==> src/rtl/stuff_data_extract_if.sv <==
// rtl/stuff_data_extract_if.sv - slot-stream / compacted-data bundle for stuff_data_extract
//
// Purpose: groups the framed slot input, the compacted data output, the
// frame count report and the error pulses of stuff_data_extract.
//
// Signals:
//   pm, cm_exp            frame parameters, sampled on the sof cycle
//   sof                   one-cycle start-of-frame pulse (carries no slot)
//   valid_in, ds, data_in slot strobe, slot type (1 = data), payload
//   data_out, valid_out   forwarded data word and its strobe
//   cm_out, cm_valid      recovered data count of the last completed frame
//   err_sof_early         sof before the open frame was complete
//   err_sof_late          slot while no frame was open
//   err_cm                recovered count differs from cm_exp
//
// Modports: master drives the slot stream (source side), slave is the
// extractor.

interface stuff_data_extract_if #(
  parameter int MPT_W  = 8,
  parameter int DATA_W = 8
);
  logic [MPT_W-1:0]  pm;
  logic [MPT_W-1:0]  cm_exp;
  logic              sof;
  logic              valid_in;
  logic              ds;
  logic [DATA_W-1:0] data_in;
  logic [DATA_W-1:0] data_out;
  logic              valid_out;
  logic [MPT_W-1:0]  cm_out;
  logic              cm_valid;
  logic              err_sof_early;
  logic              err_sof_late;
  logic              err_cm;

  modport master (
    output pm, cm_exp, sof, valid_in, ds, data_in,
    input  data_out, valid_out, cm_out, cm_valid,
    input  err_sof_early, err_sof_late, err_cm
  );

  modport slave (
    input  pm, cm_exp, sof, valid_in, ds, data_in,
    output data_out, valid_out, cm_out, cm_valid,
    output err_sof_early, err_sof_late, err_cm
  );
endinterface

==> src/rtl/stuff_data_extract.sv <==
// rtl/stuff_data_extract.sv - drop stuff slots from a framed slot stream and report data count
//
// Purpose: consumes a framed slot stream tagged with ds (1 = data slot,
// 0 = stuff slot), forwards data-slot payloads as a compacted stream, and at
// the end of each frame reports the recovered data count. Flags sof arriving
// inside an unfinished frame and slots arriving outside any frame.
//
// Ports:
//   clk    rising-edge clock
//   rst_n  asynchronous active-low reset
//   sd_if  stuff_data_extract_if.slave (slot input, data output, count, errors)
//
// Build option: define SOD_CM_CHECK_EN to latch cm_exp on sof and pulse
// err_cm with cm_valid when the recovered count differs. Without it cm_exp
// is ignored and err_cm is tied low.
//
// All outputs are registered; data, count and error pulses appear one cycle
// after the input that caused them.

module stuff_data_extract #(
  parameter int MPT_W  = 8,
  parameter int DATA_W = 8
) (
  input  logic                  clk,
  input  logic                  rst_n,
  stuff_data_extract_if.slave   sd_if
);

  typedef enum logic {
    ST_IDLE  = 1'b0,
    ST_FRAME = 1'b1
  } state_e;

  state_e            state_q;
  logic [MPT_W-1:0]  pm_l_q;
  logic [MPT_W-1:0]  slot_cnt_q;
  logic [MPT_W-1:0]  data_cnt_q;
  logic [MPT_W-1:0]  data_cnt_d;
  logic [DATA_W-1:0] data_out_q;
  logic              valid_out_q;
  logic [MPT_W-1:0]  cm_out_q;
  logic              cm_valid_q;
  logic              err_sof_early_q;
  logic              err_sof_late_q;

`ifdef SOD_CM_CHECK_EN
  logic [MPT_W-1:0]  cm_exp_l_q;
  logic              err_cm_q;
`endif

  // Count including the slot on the input this cycle; used both to advance
  // the counter and to report the final count on the frame's last slot.
  assign data_cnt_d = data_cnt_q + MPT_W'(sd_if.ds);

  always_ff @(posedge clk or negedge rst_n) begin
    if (!rst_n) begin
      state_q         <= ST_IDLE;
      pm_l_q          <= '0;
      slot_cnt_q      <= '0;
      data_cnt_q      <= '0;
      data_out_q      <= '0;
      valid_out_q     <= 1'b0;
      cm_out_q        <= '0;
      cm_valid_q      <= 1'b0;
      err_sof_early_q <= 1'b0;
      err_sof_late_q  <= 1'b0;
`ifdef SOD_CM_CHECK_EN
      cm_exp_l_q      <= '0;
      err_cm_q        <= 1'b0;
`endif
    end else begin
      // Pulse outputs default low every cycle.
      valid_out_q     <= 1'b0;
      cm_valid_q      <= 1'b0;
      err_sof_early_q <= 1'b0;
      err_sof_late_q  <= 1'b0;
`ifdef SOD_CM_CHECK_EN
      err_cm_q        <= 1'b0;
`endif

      case (state_q)
        ST_IDLE: begin
          if (sd_if.sof) begin
            // A slot coincident with sof is ignored; pm=0 opens no frame.
            if (sd_if.pm != '0) begin
              pm_l_q     <= sd_if.pm;
              slot_cnt_q <= MPT_W'(1);
              data_cnt_q <= '0;
`ifdef SOD_CM_CHECK_EN
              cm_exp_l_q <= sd_if.cm_exp;
`endif
              state_q    <= ST_FRAME;
            end
          end else if (sd_if.valid_in) begin
            err_sof_late_q <= 1'b1;
          end
        end

        ST_FRAME: begin
          if (sd_if.sof) begin
            // Abort the open frame: no count report, slot in this cycle lost.
            err_sof_early_q <= 1'b1;
            if (sd_if.pm != '0) begin
              pm_l_q     <= sd_if.pm;
              slot_cnt_q <= MPT_W'(1);
              data_cnt_q <= '0;
`ifdef SOD_CM_CHECK_EN
              cm_exp_l_q <= sd_if.cm_exp;
`endif
            end else begin
              state_q <= ST_IDLE;
            end
          end else if (sd_if.valid_in) begin
            if (sd_if.ds) begin
              data_out_q  <= sd_if.data_in;
              valid_out_q <= 1'b1;
            end
            data_cnt_q <= data_cnt_d;
            if (slot_cnt_q == pm_l_q) begin
              cm_out_q   <= data_cnt_d;
              cm_valid_q <= 1'b1;
`ifdef SOD_CM_CHECK_EN
              err_cm_q   <= (data_cnt_d != cm_exp_l_q);
`endif
              state_q    <= ST_IDLE;
            end else begin
              slot_cnt_q <= slot_cnt_q + MPT_W'(1);
            end
          end
        end

        default: state_q <= ST_IDLE;
      endcase
    end
  end

  assign sd_if.data_out      = data_out_q;
  assign sd_if.valid_out     = valid_out_q;
  assign sd_if.cm_out        = cm_out_q;
  assign sd_if.cm_valid      = cm_valid_q;
  assign sd_if.err_sof_early = err_sof_early_q;
  assign sd_if.err_sof_late  = err_sof_late_q;
`ifdef SOD_CM_CHECK_EN
  assign sd_if.err_cm        = err_cm_q;
`else
  assign sd_if.err_cm        = 1'b0;
`endif

endmodule

==> src/flat_wrapper.sv <==
// flat-port wrapper written by rule: the top's interface ports become plain ports
module stuff_data_extract_flat 
#(
  parameter int MPT_W  = 8,
  parameter int DATA_W = 8
)
  (clk, rst_n, sd_if_pm, sd_if_cm_exp, sd_if_sof, sd_if_valid_in, sd_if_ds, sd_if_data_in, sd_if_data_out, sd_if_valid_out, sd_if_cm_out, sd_if_cm_valid, sd_if_err_sof_early, sd_if_err_sof_late, sd_if_err_cm);
  stuff_data_extract_if #(.MPT_W(MPT_W), .DATA_W(DATA_W)) sd_if_i ();
  input  logic clk;
  input  logic rst_n;
  input wire logic [$bits(sd_if_i.pm)-1:0] sd_if_pm;
  input wire logic [$bits(sd_if_i.cm_exp)-1:0] sd_if_cm_exp;
  input wire logic [$bits(sd_if_i.sof)-1:0] sd_if_sof;
  input wire logic [$bits(sd_if_i.valid_in)-1:0] sd_if_valid_in;
  input wire logic [$bits(sd_if_i.ds)-1:0] sd_if_ds;
  input wire logic [$bits(sd_if_i.data_in)-1:0] sd_if_data_in;
  output wire logic [$bits(sd_if_i.data_out)-1:0] sd_if_data_out;
  output wire logic [$bits(sd_if_i.valid_out)-1:0] sd_if_valid_out;
  output wire logic [$bits(sd_if_i.cm_out)-1:0] sd_if_cm_out;
  output wire logic [$bits(sd_if_i.cm_valid)-1:0] sd_if_cm_valid;
  output wire logic [$bits(sd_if_i.err_sof_early)-1:0] sd_if_err_sof_early;
  output wire logic [$bits(sd_if_i.err_sof_late)-1:0] sd_if_err_sof_late;
  output wire logic [$bits(sd_if_i.err_cm)-1:0] sd_if_err_cm;
  assign sd_if_i.pm = sd_if_pm;
  assign sd_if_i.cm_exp = sd_if_cm_exp;
  assign sd_if_i.sof = sd_if_sof;
  assign sd_if_i.valid_in = sd_if_valid_in;
  assign sd_if_i.ds = sd_if_ds;
  assign sd_if_i.data_in = sd_if_data_in;
  assign sd_if_data_out = sd_if_i.data_out;
  assign sd_if_valid_out = sd_if_i.valid_out;
  assign sd_if_cm_out = sd_if_i.cm_out;
  assign sd_if_cm_valid = sd_if_i.cm_valid;
  assign sd_if_err_sof_early = sd_if_i.err_sof_early;
  assign sd_if_err_sof_late = sd_if_i.err_sof_late;
  assign sd_if_err_cm = sd_if_i.err_cm;
  stuff_data_extract #(.MPT_W(MPT_W), .DATA_W(DATA_W)) u_core (.clk(clk), .rst_n(rst_n), .sd_if(sd_if_i));
endmodule
==> config.mk <==
export PLATFORM = sky130hd
export DESIGN_NAME = stuff_data_extract_flat
export DESIGN_NICKNAME = d
export VERILOG_FILES = /design/src/rtl/stuff_data_extract_if.sv /design/src/rtl/stuff_data_extract.sv /design/src/flat_wrapper.sv
export SDC_FILE = /design/constraint.sdc
export NUM_CORES = 1
export LEC_CHECK = 0
export ABC_CLOCK_PERIOD_IN_PS = 4300
export BUFFER_PORTS_ARGS = -buffer_cell sky130_fd_sc_hd__buf_4
export CORE_ASPECT_RATIO = 1.4
export CORE_UTILIZATION = 57
export CTS_CLUSTER_SIZE = 12
export DETAILED_ROUTE_END_ITERATION = 10
export GPL_ROUTABILITY_DRIVEN = 0
export GPL_TIMING_DRIVEN = 0
export PLACE_DENSITY = 0.94
export SYNTH_ARGS = -nofsm -noshare
export SYNTH_HDL_FRONTEND = slang
export SYNTH_SLANG_ARGS = --single-unit
==> constraint.sdc <==
create_clock -name clk -period 4.3 [get_ports clk]
set_input_delay 1.075 -clock clk [delete_from_list [all_inputs] [get_ports clk]]
set_output_delay 1.075 -clock clk [all_outputs]
set_load 0.01 [all_outputs]
# Yosys cells after proc, flatten, opt, wreduce, memory -nomap -nowiden
# Cells that the tools add are included.
# totals
ff_bits,45
latchBits,0
ram_bits,0
mem_bits_ro,0
inputBits,29
memories,0
# op_classes
add_sub_neg,2
multipliers,0
div,0
magnitude_cmp,0
n_eq_ne,4
shifts,0
mux,32
bitwise_logic,2
reduce_logical,6
# ops
operator,count
two-way mux 8 bit,11
case mux 8 bit (2 select lines),2
two-way mux 1 bit,18
adder 8 x 1 -> 8 bit,1
"adder 8 x 1 -> 8 bit, second input constant",1
== test 8 bit,1
AND reduction 4 bit,2
nonzero test 8 bit,1
"inequality test 3 bit, second input constant",2
AND reduction 2 bit,2
AND reduction 3 bit,1
"inequality test 2 bit, second input constant",1
NOT 1 bit,2
case mux 1 bit (2 select lines),1

# Longest topological paths before layout
# logic_depth
word_depth,5
ltp_mapped,7
mapped_depth_nobuf,7

# Least setup slack after synthesis
# No wires, ideal clock.
# synth_timing
path_kind,input to register
from,input port sd_if_pm[1]
to,register u_core.slot_cnt_q[2]
setup_ns,0.065
arrival_time_ns,2.190
setup_slack_ns,2.045
stages,6
path_cell_list,or4_1 o21ai_2 buf_6 a21boi_1 o22ai_1 o21a_1
# synth_between
elab_chain_cells,4
word_cells_on_any_way,5
# synth_lines
item,line,source
from (decl),flat_wrapper.sv:11,input wire logic [$bits(sd_if_i.pm)-1:0] sd_if_pm;
nonzero test 8 bit (*),"stuff_data_extract.sv:85, stuff_data_extract.sv:103",
two-way mux 8 bit (*),-,
two-way mux 8 bit (on tied branches),-,
case mux 8 bit (2 select lines) (*),-,
to (signal assigned),stuff_data_extract.sv:127,slot_cnt_q <= slot_cnt_q + MPT_W'(1);
to (decl),stuff_data_extract.sv:36,logic [MPT_W-1:0] slot_cnt_q;
# Every way passes the cells marked *; elsewhere a longest branch is shown, timed or not. The select of a mux whose other input is x is not followed.
# A chain may end at the register's enable or synchronous reset.

# Worst setup path after layout
# layout_timing
from,input port sd_if_ds
to,register u_core.data_cnt_q[7]
# layout_between
elab_chain_cells,4
# layout_lines
item,line,source
from (decl),flat_wrapper.sv:15,input wire logic [$bits(sd_if_i.ds)-1:0] sd_if_ds;
adder 8 x 1 -> 8 bit,stuff_data_extract.sv:53,assign data_cnt_d = data_cnt_q + MPT_W'(sd_if.ds);
two-way mux 8 bit,stuff_data_extract.sv:113,end else if (sd_if.valid_in) begin
two-way mux 8 bit,stuff_data_extract.sv:100,if (sd_if.sof) begin
case mux 8 bit (2 select lines),stuff_data_extract.sv:81,case (state_q)
to (signal assigned),stuff_data_extract.sv:118,data_cnt_q <= data_cnt_d;
to (decl),stuff_data_extract.sv:37,logic [MPT_W-1:0] data_cnt_q;
# Every way passes these cells. The select of a mux whose other input is x is not followed.

==> results.sh <==
export IMPL_status="complete, no violations"
export IMPL_syn_area_um2=2066
export IMPL_ant_nets=0
export IMPL_vias=1622
export IMPL_final_common_cell="dfrtp_1"
export IMPL_worst_path_stages=7
export IMPL_seqPwrFrac_pct=49.6
export IMPL_post_dp_cell_area_um2=2416
export IMPL_wl_per_cell_um=15.61
export IMPL_synth_edff_count=0
export IMPL_setup_viol=0
export IMPL_final_util_pct=74.39
export IMPL_ys_warn_count=0
export IMPL_clockRootBuffer="clkbuf_8"
export IMPL_synth_top_area_share_pct=54.51
export IMPL_rsz0062_at_grt="no"
export IMPL_r2r_cells=4
export IMPL_crit_family="simple AND/OR/NAND/NOR gates"
export IMPL_vias_per_cell=5.752
export IMPL_crit_path_end_kind="register"
export IMPL_fmaxAchievable_ghz=0.4508
export IMPL_dr_pass1_iters=4
export IMPL_antenna_found_initial=0
export IMPL_drc=0
export IMPL_cp_max_fo=4
export IMPL_async_flop_share_pct=100.0
export IMPL_grt_overflow_total=0
export IMPL_cts_resized=0
export IMPL_min_path_type="register to register"
export IMPL_postSynthCellCount=194
export IMPL_io_pins=50
export IMPL_diodes=0
export IMPL_p_leak_nw=1.217
export IMPL_p_total_mw=0.9925
export IMPL_critPathLaunchType="input port"
export IMPL_synth_area_leader_cell="dfrtp_1"
export IMPL_synth_distinct_cells=41
export IMPL_cp_arrival_ps=2380
export IMPL_rows=25
export IMPL_slowest_delay_ps=250
export IMPL_drt_iter0_markers=47
export IMPL_path_cells="buf_4 -> ha_1 -> and3_1 -> and3_1 -> nand3_1 -> xor2_1 -> o21ai_0"
export IMPL_relSlewSlack_pct=63.84
export IMPL_cts_max_level=2
export IMPL_syn_nets=226
export IMPL_hold_buffers=0
export IMPL_fp_dieH_um=73.23
export IMPL_placed_cells=274
export IMPL_p_switching_mw=0.2507
export IMPL_grt_max_degree=46
export IMPL_skew_ps=6.329
export IMPL_finalHoldViolCount=0
export IMPL_cts_sinks=45
export IMPL_clock_path_buffers=2
export IMPL_nNetsFinal=273
export IMPL_post_cts_buffers=0
export IMPL_wl_um=4403
export IMPL_syn_to_final_growth_pct=22.77
export IMPL_p_per_area_nw_per_um2=391.3
export IMPL_worst_pin_slew_ps=542.5
export IMPL_clock_latency_ps=300
export IMPL_dpl_hpwl_um=3204
export IMPL_stdcell_count=282
export IMPL_fin_tns_setup_ps=0
export IMPL_io_buffers=40
export IMPL_path_class="input port to register"
export IMPL_switching_share_pct=25.26
export IMPL_chipWidth_um=52.88
export IMPL_numCtsBuffers=5
export IMPL_cts_tree="done"
export IMPL_crit_required_ps=4460
export IMPL_cap_violations=0
export IMPL_critPathSlowestCell="and3_1"
export IMPL_hold_depth=1
export IMPL_slew_viol_final=0
export IMPL_cp_common_cell="and3_1"
export IMPL_dp_slack_ps=1792
export IMPL_drive_gt1_share_pct=29.34
export IMPL_p_int_mw=0.7418
export IMPL_ff2ff_setup_slack_ps=2390
export IMPL_start_util_pct=60.59
export IMPL_yosys_top_cells_area="dfrtp_1 55%, nand2_1 7.1%, mux2_2 6.0%"
export IMPL_pwr_share_comb_pct=17.0
export IMPL_ir_drop_mv=0.3230
export IMPL_finalCritPeriodShare_pct=51.59
export IMPL_ys_seq_elements=45
export IMPL_fin_area_um2=2536
export IMPL_period_minus_slack_ps=2218
export IMPL_setup_slack_ps=2082
export IMPL_grt_first_pass_wirelength_um=7369
export IMPL_syn_area_per_cell_um2=10.65
export IMPL_coreArea_um2=3410
export IMPL_grt_pass1_vias=1646
export IMPL_layout_common_cells="45 x dfrtp_1, 42 x buf_4, 39 x nand2_1, 13 x nor2_1"
export IMPL_seq_area_frac_synth_pct=54.51
export IMPL_grt_total_usage_pct=26.91
export IMPL_holdWs_ps=498.2
export IMPL_crit_buf_inv=1
export IMPL_synth_main_ff_cell="dfrtp_1"
export IMPL_p_clk_share_pct=33.4
export IMPL_dieArea_um2=3872
export IMPL_clkSlewWorstSetupHoldPaths_ps=80
[power by group through the flow]
stage / Combinational (mW) / Sequential, mW / Clock, mW
after global routing: 0.186 / 0.498 / 0.353
after CTS: 0.170 / 0.492 / 0.336
final: 0.169 / 0.492 / 0.332
after global placement: 0.162 / 0.496 / 0
after floorplan: 0.0684 / 0.509 / 0
after detailed placement: 0.169 / 0.501 / 0
[Yosys cell counts (2+ instances only)]
master and instances:
nor2_1 13, o21ai_0 9, and3_1 3, mux2i_1 4, buf_4 2, and2_1 3
nor3b_1 3, dfrtp_1 45, a22o_1 2, clkbuf_1 2, buf_2 2, xnor2_1 11
mux2_2 11, a21oi_1 5, nand4_1 4, nor4_1 2, nand2_1 39, xor2_1 3
nand3_1 7, ha_1 3
[worst paths after layout]
path,end,from
max in group asynchronous,u_core.slot_cnt_q[0]$_DFFE_PN0P_,rst_n
setup reg to reg,u_core.sd_if.cm_out[0]$_DFFE_PN0P_,u_core.slot_cnt_q[0]$_DFFE_PN0P_
min in group asynchronous,u_core.sd_if.data_out[6]$_DFFE_PN0P_,rst_n
hold reg to reg,u_core.sd_if.err_sof_late$_DFF_PN0_,u_core.state_q$_DFF_PN0_
setup / recovery,u_core.data_cnt_q[7]$_DFFE_PN0P_,sd_if_ds
hold / removal,u_core.sd_if.err_sof_late$_DFF_PN0_,u_core.state_q$_DFF_PN0_
[layer usage]
layer  up-vias  global-route usage (%)  routed length (um)
met5         -                       0                   0
met4         0                   15.50                 144
met3        16                   5.208                 145
met2        51                   47.54                2567
met1       794                   28.89                1545
li1        761                       -                   -
[flip-flops by register name, indices dropped and copies added (netlist names)]
signal / flops
u_core.data_cnt_q: 8
u_core.pm_l_q: 8
u_core.sd_if.cm_out: 8
u_core.sd_if.cm_valid: 1
u_core.sd_if.data_out: 8
u_core.sd_if.err_sof_early: 1
u_core.sd_if.err_sof_late: 1
u_core.sd_if.valid_out: 1
u_core.slot_cnt_q: 8
u_core.state_q: 1
[cell type report]
class | instances | area (um2)
Buffer | 7 | 43.79
Clock buffer | 6 | 82.58
Clock inverter | 2 | 37.54
Fill cell | 246 | 873.3
Inverter | 1 | 3.754
Multi-Input combinational cell | 141 | 892.1
Sequential cell | 45 | 1126
Tap cell | 40 | 50.05
Timing Repair Buffer | 40 | 300.3
[cells by family (layout without fill, tap and decap cells)]
group,after synthesis,after routing,share of synthesized area [%]
AO/OA/AOI/OAI,28,28,9.026
buffers and inverters,8,56,2.301
adder cells (fa/ha/maj),3,3,1.817
XOR/XNOR,14,14,5.936
other,1,1,0.1815
multiplexers,15,15,7.935
flip-flops,45,45,54.51
AND/OR/NAND/NOR,80,80,18.29
Note: power is estimated with default switching activity, not from simulation.
